## config.mk

```make
export PLATFORM = sky130hd
export DESIGN_NAME = sp_ram_bist
export DESIGN_NICKNAME = d
export VERILOG_FILES = /design/src/rtl/sp_ram_bist.sv
export SDC_FILE = /design/constraint.sdc
export NUM_CORES = 1
export LEC_CHECK = 0
export BUFFER_PORTS_ARGS = -buffer_cell sky130_fd_sc_hd__buf_2
export CAP_MARGIN = 20
export CORE_MARGIN = 5
export CORE_UTILIZATION = 50
export CTS_CLUSTER_SIZE = 12
export DETAILED_ROUTE_END_ITERATION = 16
export PLACE_DENSITY = 0.67
export SYNTH_ARGS = -nofsm -noshare
export SYNTH_HDL_FRONTEND = slang
export SYNTH_SLANG_ARGS = --single-unit
```

## constraint.sdc

```tcl
create_clock -name clk -period 10.4 [get_ports clk]
set_input_delay 1.04 -clock clk [delete_from_list [all_inputs] [get_ports clk]]
set_output_delay 1.04 -clock clk [all_outputs]
set_load 0.03 [all_outputs]
```

## src/rtl/sp_ram_bist.sv

```systemverilog
// -----------------------------------------------------------------------------
// sp_ram_bist
//   Built-in self test for a single-port RAM. On start it writes NUM_WORDS
//   pseudo-random words (32-bit Galois LFSR, x^32+x^22+x^2+x+1) to addresses
//   0..NUM_WORDS-1, then replays the same LFSR sequence and compares every
//   read-back word against it. Read data arrives READ_LATENCY cycles after the
//   address, so the expected word and its address ride a matching pipeline.
//
// Ports
//   clk             : clock, rising edge
//   rst             : asynchronous active-high reset
//   start           : test request, honoured only in IDLE and DONE
//   busy            : high during WRITE, READ and DRAIN
//   done            : high in DONE
//   pass            : high in DONE when no compare failed
//   mismatch_count  : saturating count of failing compares
//   first_fail_addr : address of the first failing compare
//   ram_data        : write data to the RAM
//   ram_addr        : address to the RAM
//   ram_we          : write enable to the RAM
//   ram_q           : read data from the RAM
// -----------------------------------------------------------------------------
module sp_ram_bist #(
   parameter int          DATA_WIDTH   = 32,
   parameter int          ADDR_WIDTH   = 10,
   parameter int          NUM_WORDS    = 32,
   parameter int          READ_LATENCY = 1,
   parameter logic [31:0] SEED         = 32'hACE1_2468
) (
   input  logic                  clk,
   input  logic                  rst,
   input  logic                  start,
   output logic                  busy,
   output logic                  done,
   output logic                  pass,
   output logic [15:0]           mismatch_count,
   output logic [ADDR_WIDTH-1:0] first_fail_addr,
   output logic [DATA_WIDTH-1:0] ram_data,
   output logic [ADDR_WIDTH-1:0] ram_addr,
   output logic                  ram_we,
   input  logic [DATA_WIDTH-1:0] ram_q
);

   typedef enum logic [2:0] {IDLE, WRITE, READ, DRAIN, DONE} state_t;

   // An all-zero seed would lock the LFSR at zero forever.
   localparam logic [31:0]           SEED_EFF   = (SEED == 32'd0) ? 32'd1 : SEED;
   // Right-shift Galois tap mask: bit (e-1) set for each term x^e, e = 32,22,2,1.
   localparam logic [31:0]           TAPS       = 32'h8020_0003;
   localparam logic [ADDR_WIDTH-1:0] LAST_ADDR  = ADDR_WIDTH'(NUM_WORDS - 1);
   localparam logic [1:0]            DRAIN_LAST = 2'(READ_LATENCY - 1);

   function automatic logic [31:0] lfsr_next(input logic [31:0] v);
      return (v >> 1) ^ (v[0] ? TAPS : 32'd0);
   endfunction

   state_t                  state;
   logic [31:0]             lfsr;      // pattern for the next beat
   logic [DATA_WIDTH-1:0]   exp_cur;   // expected word for the read on ram_addr
   logic                    rd_valid;  // ram_addr currently carries a read
   logic [1:0]              drain_cnt;

   // Expected word / address pipeline, aligned with the RAM read latency.
   logic [READ_LATENCY-1:0] pipe_v;
   logic [DATA_WIDTH-1:0]   pipe_d [READ_LATENCY];
   logic [ADDR_WIDTH-1:0]   pipe_a [READ_LATENCY];

   logic                    hit;
   logic [15:0]             mm_next;

   assign hit = pipe_v[READ_LATENCY-1] && (ram_q !== pipe_d[READ_LATENCY-1]);

   always_comb begin
      // NOTE: assign a default before any condition so no path holds the old
      // value combinationally, which would infer a latch.
      mm_next = mismatch_count;
      if (hit && (mismatch_count != 16'hFFFF))
         mm_next = mismatch_count + 16'd1;
   end

   // NOTE: pure datapath registers carry no reset; only the valid bits need
   // one, and leaving the wide payload unreset keeps it out of the reset tree.
   always_ff @(posedge clk) begin
      pipe_d[0] <= exp_cur;
      pipe_a[0] <= ram_addr;
      for (int k = 1; k < READ_LATENCY; k++) begin
         pipe_d[k] <= pipe_d[k-1];
         pipe_a[k] <= pipe_a[k-1];
      end
   end

   // NOTE: sequential state uses non-blocking assignments only, so every
   // register samples the pre-edge values regardless of statement order.
   always_ff @(posedge clk or posedge rst) begin
      if (rst) begin
         state           <= IDLE;
         lfsr            <= SEED_EFF;
         exp_cur         <= '0;
         rd_valid        <= 1'b0;
         drain_cnt       <= '0;
         pipe_v          <= '0;
         busy            <= 1'b0;
         done            <= 1'b0;
         pass            <= 1'b0;
         mismatch_count  <= '0;
         first_fail_addr <= '0;
         ram_data        <= '0;
         ram_addr        <= '0;
         ram_we          <= 1'b0;
      end else begin
         pipe_v[0] <= rd_valid;
         for (int k = 1; k < READ_LATENCY; k++)
            pipe_v[k] <= pipe_v[k-1];

         // Count never wraps, so a zero count marks the first failure.
         if (hit) begin
            mismatch_count <= mm_next;
            if (mismatch_count == 16'd0)
               first_fail_addr <= pipe_a[READ_LATENCY-1];
         end

         case (state)
            IDLE, DONE: begin
               if (start) begin
                  state           <= WRITE;
                  busy            <= 1'b1;
                  done            <= 1'b0;
                  pass            <= 1'b0;
                  mismatch_count  <= '0;
                  first_fail_addr <= '0;
                  ram_we          <= 1'b1;
                  ram_addr        <= '0;
                  ram_data        <= SEED_EFF[DATA_WIDTH-1:0];
                  lfsr            <= lfsr_next(SEED_EFF);
               end
            end

            WRITE: begin
               if (ram_addr == LAST_ADDR) begin
                  state    <= READ;
                  ram_we   <= 1'b0;
                  ram_data <= '0;
                  ram_addr <= '0;
                  rd_valid <= 1'b1;
                  exp_cur  <= SEED_EFF[DATA_WIDTH-1:0];
                  lfsr     <= lfsr_next(SEED_EFF);
               end else begin
                  ram_addr <= ram_addr + 1'b1;
                  ram_data <= lfsr[DATA_WIDTH-1:0];
                  lfsr     <= lfsr_next(lfsr);
               end
            end

            READ: begin
               if (ram_addr == LAST_ADDR) begin
                  state     <= DRAIN;
                  rd_valid  <= 1'b0;
                  ram_addr  <= '0;
                  drain_cnt <= '0;
               end else begin
                  ram_addr <= ram_addr + 1'b1;
                  exp_cur  <= lfsr[DATA_WIDTH-1:0];
                  lfsr     <= lfsr_next(lfsr);
               end
            end

            DRAIN: begin
               // The last read compares on the edge that leaves DRAIN, so the
               // verdict is taken from the post-compare count.
               if (drain_cnt == DRAIN_LAST) begin
                  state <= DONE;
                  busy  <= 1'b0;
                  done  <= 1'b1;
                  pass  <= (mm_next == 16'd0);
               end else begin
                  drain_cnt <= drain_cnt + 1'b1;
               end
            end

            default: state <= IDLE;
         endcase
      end
   end

endmodule

```

# == Word level (Yosys, flattened, before mapping) ==
# Memory sizes are Yosys's and may differ from the RTL's.
# Index checks and enable logic that the tools add are counted.
# W data, S select, Z words.
# word_totals
mem_bits_rw,42
memories,2
in_bits,35
reg_bits,143
# memory_table
name,words,word_bits,rd,rd_clocked_by_memory_dff,wr,line_no,source
pipe_d,1,32,1,0,1,65,logic [DATA_WIDTH-1:0] pipe_d [READ_LATENCY];
pipe_a,1,10,1,0,1,66,logic [ADDR_WIDTH-1:0] pipe_a [READ_LATENCY];
# op_classes
add_sub_neg,3
muxes,42
n_reduce_logical,23
eq_ne,13
bitwise_logic,1
# op_table
operator,n
$mux W32,8
$pmux W32 S2,2
$pmux W32 S3,1
$mux W16,4
$mux W10,6
$logic_not A16 Y1,2
$nex A32 B32 Y1,1
$xor A31 B32 Y32,1
$pmux W10 S2,1
$reduce_and A3 Y1,6
$add A16 B1 Y16 const B,1
$ne A16 B16 Y1 const B,1
$mux W3,4
$ne A2 B2 Y1 const B,6
$pmux W3 S4,1
$add A10 B1 Y10 const B,1
$eq A10 B5 Y1 const B,1
$pmux W1 S2,5
$reduce_bool A2 Y1,5
$mux W1,7
$eq A3 B2 Y1 const B,2
$mux W2,2
$pmux W2 S2,1
$reduce_and A2 Y1,2
other kinds (9),11

# == Longest topological paths before layout ==
# logic_depth
ltp_word,7
depth_mapped,10
ltp_nobuf,9

# == Least setup slack after synthesis ==
# OpenSTA, ideal clock, no wires.
# synth_path
path_type,input -> register
start,input port ram_q[22]
end,register pass
setup_time_ns,0.076
cell_stages,8
required_ns,10.324
arrival_ns,2.782
setup_slack_ns,7.542
cell_sequence,xnor2_1 -> nand4_1 -> nor4_2 -> a21oi_1 -> mux2i_1 -> a22oi_4 -> or4b_1 -> o21ai_1
# synth_between
elab_chain_cells,7
# synth_lines
item,line_no,source
"start, declared",41,input logic [DATA_WIDTH-1:0] ram_q
$nex A32 B32 Y1,71,assign hit = pipe_v[READ_LATENCY-1] && (ram_q !== pipe_d[READ_LATENCY-1]);
$logic_and A1 B1 Y1,71,
$logic_and A1 B1 Y1,77,if (hit && (mismatch_count != 16'hFFFF))
$mux W16,77,
$logic_not A16 Y1,174,pass <= (mm_next == 16'd0);
$mux W1,170,if (drain_cnt == DRAIN_LAST) begin
$pmux W1 S2,122,case (state)
"end signal, assigned",174,
"end, declared",35,"output logic pass,"
# No other way between the ends. The select of a mux whose other input is x is not followed.
# A chain may end at the register's enable or synchronous reset.

# == Worst setup path after layout ==
# layout_path
start,register state[0]
end,register ram_addr[9]
# layout_between
elab_chain_cells,4
word_cells_on_any_way,10
classes_between,4 x eq/ne; 1 x mux; 5 x reduce/logical
# layout_lines
item,line_no,source
"start, declared",57,state_t state;
"start signal, assigned",96,state <= IDLE;
"start signal, assigned",125,state <= WRITE;
"start signal, assigned",140,state <= READ;
"$eq A3 B3 Y1, or another cell as far along",122,
$reduce_or A2 Y1 (on tied branches),--,
$ne A2 B2 Y1 (no source line) or $reduce_bool A2 Y1 (tied branches),--,
$reduce_and A2 Y1 (no source line),--,
"end signal, assigned",148,ram_addr <= ram_addr + 1'b1;
"end signal, assigned",161,ram_addr <= ram_addr + 1'b1;
"end, declared",39,"output logic [ADDR_WIDTH-1:0] ram_addr,"
# Several ways; a longest one is shown, not always the timed one.

==> impl_metrics.ini <==
[floorplan]
io_pins = 107
initial_utilization = 0.504
dieArea_um2 = 17000
die_y_um = 130
placeableCoreArea_um2 = 14400
fp.dieW_um = 130
num_rows = 44

[setup_path]
cp_max_fo = 18
r2r-start = state[0]$_DFFE_PP0P_
critPathCaptureType = register
start_kind = register
rr_worst_depth = 8
critPathRequiredTime_ps = 10760
worst_ep_arrival_time_ps = 3920
critical_path_class = reg -> reg
regToRegEndpoint = ram_addr[9]$_DFFE_PP0P_
reg2reg_setup_slack_ps = 6840

[clock_network]
ctsRootBufferMaster = clkbuf_16
clockBufferDepth = 2
cts_resized = 0
h-tree-depth = 4
tritoncts = yes
cts_buffers = 17
post_cts_buffers = 0
cts.sinks = 185
hold_buffers = 0
clk_latency_ps = 430
path_clk_slew_ps = 70

[timing]
fmax_mhz = 281
drv_slew = 0
skew_ps = 9.36
hold_viol_final = 0
fin_crit_sh = 0.342
setup_violations = 0
period_needed_ps = 3560
tightest_slew_ps = 1080
rsz0062_at_grt = no
maxSlewHeadroom = 0.279
tns_ps = 0

[grt]
antenna_found_initial = 0
grt_pass1_wl_um = 28300
track_usage = 0.216
grt_pass1_vias = 5278
grt_max_degree = 98
overflow = 0

[layout]
nets = 758
stdcell_area_um2 = 8560
final_common_cell = dfrtp_1
ff_latch_area_um2 = 4440
multi_input_comb_area_um2 = 2630
drive_above_1_share = 0.240
antennaDiodeCount = 0
syn_to_final_growth_pct = 18.1
mostFrequentLayoutCells = 130 x dfrtp_1, 106 x buf_2, 59 x a22o_1, 56 x nor2_1, 44 x xnor2_1
fillers = 1140

[synthesis]
post_synth.cell_area_avg_um2 = 11.7
async_reset_ff_frac = 0.773
ys_seq_area_frac = 0.612
synth_ff_type = dfrtp_1
synthesis.nets = 657
synth-edff-count = 0
synth_seq_cells = 185
synth_warnings = 0
synth_cells = 618
synth_cell_types = 49
syn_area_um2 = 7250

[flow_run]
drv_cap = 0

[power_and_ir_drop]
ir_drop_mv = 0.172
power_density_nw_per_um2 = 300
cellLeakagePower_nw = 3.90
power_mw = 2.57

[hold_path]
min_to = pipe_d[0][24]$_DFF_P_
hp-class = reg -> reg
whs_path_depth = 0
min_from = exp_cur[24]$_DFFE_PP0P_

[drt]
wl_um = 17500
first_pass_iters = 5
remaining_drc_errors = 0
drt_iter0_markers = 312
ant_nets = 0
routedWlPerCell_um = 19.1
route.vias.total = 5250
vias_per_cell = 5.73

[placed_design]
gp_congestion = 0.832
portBuffers = 106
hpwl_um = 11800
placedInstanceArea_um2 = 7930

[status]
status = finished, final reports clean
==> worst max-delay path by stage <==
stage,endpoint,from,slack [ps],cells after the start
global placement,pass$_DFFE_PP0P_,ram_q[22],6990,9
floorplan,busy$_DFFE_PP0P_,rst,5540,1
global route,ram_addr[9]$_DFFE_PP0P_,state[0]$_DFFE_PP0P_,6490,8
detailed placement,ram_addr[9]$_DFFE_PP0P_,start,6810,9
finish,ram_addr[9]$_DFFE_PP0P_,state[0]$_DFFE_PP0P_,6840,8
CTS,ram_addr[9]$_DFFE_PP0P_,state[0]$_DFFE_PP0P_,6900,8
==> power breakdown <==
part / internal (mW) / switching (mW) / total [mW] / leakage (nW)
Sequential: 0.953 / 0.210 / 1.16 / 2.16
Combinational: 0.286 / 0.460 / 0.745 / 1.44
Clock: 0.387 / 0.277 / 0.664 / 0.298
==> routing by layer <==
metal	wire length (µm)	global-route usage	vias up
met2	8260	0.332	166
li1	-	-	2423
met1	7890	0.308	2634
met3	1020	0.0484	27
met5	0	0	-
met4	291	0.0684	0
==> metrics by stage <==
step	utilization	cells	setup slack [ps]	hold slack (ps)
CTS	0.595	914	6900	371
global route	0.596	916	6490	378
global placement	0.550	880	6990	359
floorplan	-	618	5540	348
finish	0.596	916	6840	371
detailed placement	0.552	882	6810	357
==> sequential cells by signal, indices dropped and copies added (netlist names), 3 cells and up <==
register / flops
mismatch_count: 16
pipe_a: 10
pipe_d: 32
state: 3
ram_addr: 10
lfsr: 32
first_fail_addr: 10
ram_data: 32
exp_cur: 32
==> cells in the mapped netlist, types with 2 or more instances <==
| library cell | count | area share |
|---|---|---|
| buf_1 | 2 | 0.0010 |
| mux2_2 | 2 | 0.0031 |
| nor3_1 | 21 | 0.015 |
| nor2_1 | 58 | 0.030 |
| o21a_1 | 2 | 0.0021 |
| xor2_1 | 6 | 0.0073 |
| o21ai_1 | 19 | 0.013 |
| buf_6 | 3 | 0.0047 |
| o22a_1 | 25 | 0.030 |
| nand3_1 | 13 | 0.0090 |
| mux2i_1 | 12 | 0.017 |
| dfxtp_1 | 42 | 0.12 |
| nand2_1 | 30 | 0.016 |
| o21ai_0 | 14 | 0.0097 |
| dfstp_2 | 13 | 0.047 |
| and3_1 | 4 | 0.0035 |
| and4_1 | 2 | 0.0024 |
| and2_1 | 3 | 0.0026 |
| a21oi_1 | 26 | 0.018 |
| dfrtp_1 | 130 | 0.45 |
| xnor2_1 | 44 | 0.053 |
| ha_1 | 4 | 0.0069 |
| nor4_1 | 4 | 0.0035 |
| a31oi_1 | 4 | 0.0035 |
| inv_1 | 10 | 0.0052 |
| and3_2 | 3 | 0.0031 |
| clkbuf_1 | 25 | 0.013 |
| buf_2 | 3 | 0.0021 |
| a22o_1 | 59 | 0.071 |
| nand4_1 | 16 | 0.014 |
==> area by class of cell <==
| type | instances | share of cell area |
|---|---|---|
| Clock buffer | 19 | 0.0517 |
| Clock inverter | 13 | 0.0197 |
| Inverter | 10 | 0.00497 |
| Multi-Input combinational cell | 390 | 0.307 |
| Sequential cell | 185 | 0.518 |
| Tap cell | 184 | 0.0269 |
| Timing Repair Buffer | 115 | 0.0712 |
==> logic make-up (layout without fill, tap and decap cells) <==
family                     count (synthesis)  after routing  synth area share
AOI/OAI and AO/OA                        155            155             0.159
buffers and inverters                     43            157            0.0259
and+or+nand+nor                          167            167             0.116
xor gates and xnor gates                  50             50            0.0604
adders and majority gates                  4              4           0.00691
muxes                                     14             14            0.0197
DFF                                      185            185             0.612
==> worst max-delay path, cell delays in order, from the launching register on <==
cell	delay, ps
dfrtp_1	610
nand2_1	490
o21a_1	360
a21oi_1	860
o21ai_1	520
buf_4	340
a31oi_1	140
o21ai_0	80
o21ai_1	80
No activity file was read; power rests on OpenSTA's default activity.
